### src/rtl/lsu.sv
// Load/store unit bridging a single-issue core to a local synchronous-read bus.
// One request in flight: IDLE -> ACCESS -> (LWAIT) -> RESP, errors go straight to RESP.
module lsu #(
   parameter int XLEN = 32
) (
   input  logic               clk,
   input  logic               rst,
   input  logic               req_valid,
   output logic               req_ready,
   input  logic               req_store,
   input  logic [2:0]         req_funct3,
   input  logic [XLEN-1:0]    req_addr,
   input  logic [XLEN-1:0]    req_wdata,
   output logic               rsp_valid,
   output logic               rsp_err,
   output logic [XLEN-1:0]    rsp_rdata,
   output logic [XLEN-1:0]    bus_addr,
   output logic [XLEN-1:0]    bus_qin,
   output logic [XLEN/8-1:0]  bus_we,
   input  logic [XLEN-1:0]    bus_qout
);

   localparam int NB = XLEN / 8;

   typedef enum logic [1:0] {S_IDLE, S_ACCESS, S_LWAIT, S_RESP} state_t;

   state_t            r_state, w_next;
   logic              r_store;
   logic [2:0]        r_funct3;
   logic [1:0]        r_alo;
   logic              r_rsp_valid, r_rsp_err;
   logic [XLEN-1:0]   r_rsp_rdata, r_bus_addr, r_bus_qin;
   logic [NB-1:0]     r_bus_we;

   logic              w_accept, w_illegal;
   logic [NB-1:0]     w_we_mask;
   logic [XLEN-1:0]   w_wdata_rep, w_ldata;
   logic [7:0]        w_byte;
   logic [15:0]       w_half;

   assign req_ready = (r_state == S_IDLE) & ~rst;
   assign w_accept  = req_valid & req_ready;

   // Size/alignment legality of the incoming request
   always_comb begin
      w_illegal = 1'b0;
      if (req_store) w_illegal = (req_funct3 > 3'b010);
      else           w_illegal = (req_funct3 == 3'b011) | (req_funct3[2:1] == 2'b11);
      if (req_funct3[1:0] == 2'b01 && req_addr[0])          w_illegal = 1'b1;
      if (req_funct3[1:0] == 2'b10 && req_addr[1:0] != 2'b00) w_illegal = 1'b1;
   end

   always_comb begin
      w_we_mask   = '1;
      w_wdata_rep = req_wdata;
      case (req_funct3[1:0])
         2'b00: begin
            w_we_mask   = NB'(1) << req_addr[1:0];
            w_wdata_rep = {(XLEN/8){req_wdata[7:0]}};
         end
         2'b01: begin
            w_we_mask   = NB'(3) << req_addr[1:0];
            w_wdata_rep = {(XLEN/16){req_wdata[15:0]}};
         end
         default: ;
      endcase
   end

   // Lane select and extension of the read word; funct3[2] marks unsigned
   assign w_byte = bus_qout[{r_alo, 3'b000} +: 8];
   assign w_half = bus_qout[{r_alo[1], 4'b0000} +: 16];

   always_comb begin
      w_ldata = bus_qout;
      case (r_funct3[1:0])
         2'b00:   w_ldata = {{(XLEN-8){w_byte[7] & ~r_funct3[2]}}, w_byte};
         2'b01:   w_ldata = {{(XLEN-16){w_half[15] & ~r_funct3[2]}}, w_half};
         default: ;
      endcase
   end

   always_comb begin
      w_next = r_state;
      case (r_state)
         S_IDLE:   if (w_accept) w_next = w_illegal ? S_RESP : S_ACCESS;
         S_ACCESS: w_next = r_store ? S_RESP : S_LWAIT;
         S_LWAIT:  w_next = S_RESP;
         S_RESP:   w_next = S_IDLE;
         default:  w_next = S_IDLE;
      endcase
   end

   always_ff @(posedge clk) begin
      if (rst) r_state <= S_IDLE;
      else     r_state <= w_next;
   end

   always_ff @(posedge clk) begin
      if (rst) begin
         r_store  <= 1'b0;
         r_funct3 <= 3'b000;
         r_alo    <= 2'b00;
      end else if (w_accept) begin
         r_store  <= req_store;
         r_funct3 <= req_funct3;
         r_alo    <= req_addr[1:0];
      end
   end

   // Bus signals are loaded at the accept edge so they appear during ACCESS;
   // enables are a one-cycle pulse, address/data hold until the next legal access.
   always_ff @(posedge clk) begin
      if (rst) begin
         r_bus_addr  <= '0;
         r_bus_qin   <= '0;
         r_bus_we    <= '0;
         r_rsp_valid <= 1'b0;
         r_rsp_err   <= 1'b0;
         r_rsp_rdata <= '0;
      end else begin
         r_bus_we <= '0;
         if (w_accept && !w_illegal) begin
            r_bus_addr <= {req_addr[XLEN-1:2], 2'b00};
            if (req_store) begin
               r_bus_we  <= w_we_mask;
               r_bus_qin <= w_wdata_rep;
            end
         end
         r_rsp_valid <= (w_next == S_RESP);
         r_rsp_err   <= w_accept & w_illegal;
         r_rsp_rdata <= (r_state == S_LWAIT) ? w_ldata : '0;
      end
   end

   assign rsp_valid = r_rsp_valid;
   assign rsp_err   = r_rsp_err;
   assign rsp_rdata = r_rsp_rdata;
   assign bus_addr  = r_bus_addr;
   assign bus_qin   = r_bus_qin;
   assign bus_we    = r_bus_we;

endmodule

### config.mk
export PLATFORM = sky130hd
export DESIGN_NAME = lsu
export DESIGN_NICKNAME = d
export VERILOG_FILES = /design/src/rtl/lsu.sv
export SDC_FILE = /design/constraint.sdc
export NUM_CORES = 1
export LEC_CHECK = 0
export CAP_MARGIN = 20
export CORE_MARGIN = 2
export CORE_UTILIZATION = 44
export DETAILED_ROUTE_END_ITERATION = 16
export GPL_ROUTABILITY_DRIVEN = 0
export PLACE_DENSITY = 0.78
export SLEW_MARGIN = 20
export SYNTH_ARGS = -nofsm -noshare
export SYNTH_HDL_FRONTEND = slang
export SYNTH_SLANG_ARGS = --single-unit
### constraint.sdc
create_clock -name clk -period 1.99 [get_ports clk]
set_input_delay 0.398 -clock clk [delete_from_list [all_inputs] [get_ports clk]]
set_output_delay 0.398 -clock clk [all_outputs]
set_load 0.005 [all_outputs]
==> flow_summary.yaml <==
clocking:
  ctsHoldBuffers: 0
  insertion_delay_ns: 0.34
  cts_tree: "yes"
  cts_setup_buffers: 0
  clkSinkCount: 108
  cts_root_buffer: "clkbuf_16"
  clk_path_buf_depth: 2
  clkTransAtPathRegs_ns: 0.07
  cts_buffers: 9
  htreeDepth: 3
worst_setup_path:
  slowest_stage: "or4_4"
  critPathRequiredTime_ns: 2.22
  critPathLaunch: "req_funct3[0]"
  timing.rr.start: "r_funct3[0]"
  slowest_delay_ns: 0.49
  critical_path.endpoint_type: "flip-flop"
  crit_chain: "clkdlybuf4s50_1 > or4_4 > a21o_4 > mux2_4"
  crit_type: "input port to flip-flop"
  rrSetupSlack_ns: 0.22
  cp-start-kind: "input port"
  critPathMaxFanout: 30
  cp_data_arrival_time_ns: 2.15
power_and_ir_drop:
  ir_drop_mv: 0.4923
  p_leak_nw: 3.064
  fin_total_pwr_mw: 6.121
  powerDensity_nw_per_um2: 802.4
routing:
  wl_met1_um: 5967
  via_count: 4592
  postRouteAntennaNets: 0
  wl_met2_um: 7300
  first_pass_iters: 4
  avgRoutedWirePerCell_um: 17.12
  drt_wl_total_um: 14600
  drt_iter0_drc: 246
  drc_errors: 0
  top_layer: "met4"
  routed_via_density: 5.383
  wl_met3_um: 997
floorplan:
  dieArea_um2: 12430
  start_util: 0.4471
  die_w_um: 111.5
  die_h_um: 111.5
  io-pin-count: 206
  core-area_um2: 11370
  row_count: 39
synth:
  synth-xor-area-share: 0
  async_flop_share: 0
  ys_seq_elements: 108
  synth-edff-count: 0
  yosys.area_share.simple: 0.1403
  synth_top_family_by_area: "multiplexers"
  synthMuxAreaShare: 0.1912
  synth_cells: 504
  synthAdderAreaFrac: 0.009845
  synthFlopType: "dfxtp_1"
  synth_compound_area_frac: 0.1679
  syn_avg_cell_area_um2: 10.09
  synthDistinctLibCells: 47
  synth_area_um2: 5084
  yosysSeqAreaShare: 0.4253
  yosysWarningCount: 0
sta:
  rsz0062_at_grt: "false"
  tightestPinTransition_ns: 0.8968
  clock.fmax_mhz: 520.8
  max_slew_margin: 0.4009
  layout_min_cycle_time_ns: 1.920
  worst_slack_ns: 0.06986
  setup_viol: 0
  fin_worst_skew_ns: 0.01220
  drv_slew: 0
  layout_worst_path_cycle_share: 0.9649
  hold_violations: 0
flow_run:
  drv_cap: 0
finish:
  fin_nets: 812
  fillers: 895
  area_growth_pct: 50.06
  ff_latch_area_um2: 2162
  drive_gt1_frac: 0.1620
  antennaDiodeCount: 0
  multi_input_area_um2: 2605
hold_path:
  min_from: "rst"
  hold_path.class: "input port to flip-flop"
global_routing:
  grt_pass1_wl_um: 23590
  grt_max_degree: 31
  grt_pass1_vias: 4689
  gr-total-overflow: 0
  antenna_found_initial: 0
  grtUsageTotal: 0.2316
placed_design:
  port_buffers: 203
  place_ws_ns: -0.3577
  dp_hpwl_um: 10910
run_status:
  status: "completed"
## flip-flops by register name, summed over array words and instances, names as in the netlist
register and cells:
bus_qin 32, rsp_rdata 32, bus_addr 30, bus_we 4, r_funct3 3, r_alo 2, r_state 2, r_store 1
rsp_err 1, rsp_valid 1
## synthesized netlist by cell type (4+ instances only)
master | number | area [um^2]
dfxtp_1 | 108 | 2162
o21ai_0 | 28 | 140.1
buf_2 | 5 | 25.02
a22oi_1 | 7 | 52.55
mux2_2 | 23 | 259.0
a221oi_1 | 8 | 70.07
nand2_1 | 37 | 138.9
ha_1 | 4 | 50.05
nand2b_1 | 7 | 43.79
and3b_1 | 9 | 78.83
mux2_4 | 30 | 450.4
nor2b_1 | 46 | 287.8
clkbuf_1 | 31 | 116.4
a21oi_1 | 16 | 80.08
o21a_1 | 8 | 60.06
nor2_1 | 4 | 15.01
a211oi_1 | 8 | 60.06
inv_1 | 20 | 75.07
a31o_2 | 8 | 70.07
o22ai_1 | 8 | 50.05
nor3b_1 | 10 | 75.07
mux2i_1 | 24 | 240.2
a2111oi_0 | 17 | 148.9
## worst paths after layout
check,to,cells past startpoint
max reg2reg,rsp_rdata[2],3
min,r_funct3[0],2
max,bus_addr[15],4
min reg2reg,bus_qin[31],2
## cells by family after synthesis
family	after synthesis
other	1
adder cells (fa/ha/maj)	4
AND/OR/NAND/NOR	124
AO/OA/AOI/OAI	122
multiplexers	78
flip-flops	108
buffers and inverters	67
## what timing repair did
action,CTS,global route
endpoints found under the setup margin,1,35
pin swaps,0,0
gates resized for setup,2,8
gates cloned,0,0
## where the power goes
part	internal (mW)	switching [mW]	leakage, nW
Clock	0.995	0.848	0.148
Sequential	2.41	0.146	0.876
Combinational	1.01	0.713	2.04
## cell type report
cell class,instances,area share
Multi-Input combinational cell,330,0.3415
Timing Repair Buffer,235,0.3013
Sequential cell,108,0.2834
Clock buffer,9,0.02952
Tap cell,143,0.02345
Clock inverter,7,0.01050
Inverter,21,0.01033
## critical path, delay by kind of cell
kind	cells	cell delay (ns)
and+or+nand+nor	1	0.49
buffers and inverters	1	0.46
AOI/OAI and AO/OA	1	0.42
muxes	1	0.36
## per-stage QoR
| stage | util | setup TNS, ns | cell area [um^2] | instances | hold slack (ns) |
|---|---|---|---|---|---|
| 2_1_floorplan | - | 0 | 5087 | 505 | 0.4369 |
| 3_3_place_gp | 0.6428 | -16.01 | 7308 | 837 | 0.4457 |
| 3_5_place_dp | 0.6428 | -17.38 | 7308 | 837 | 0.4441 |
| 4_1_cts | 0.6697 | 0 | 7615 | 853 | 0.4124 |
| 5_1_grt | 0.6710 | 0 | 7629 | 853 | 0.4448 |
| 6_report | 0.6710 | 0 | 7629 | 853 | 0.4187 |
## cells in the final DEF, fill, tap and decap left out, drive strengths merged, types with 17 or more instances in the layout
cell type,count
buf,33
nand2,37
mux2,53
nor2b,46
inv,23
clkdlybuf4s50,198
a2111oi,17
mux2i,24
dfxtp,108
o21ai,28
## per-layer routing
layer	up-vias	GRT usage
li1	2199	-
met1	2178	0.2805
met2	192	0.4028
met3	23	0.05226
met4	0	0.08642
met5	-	0
Note: power is estimated with default switching activity, not from simulation.
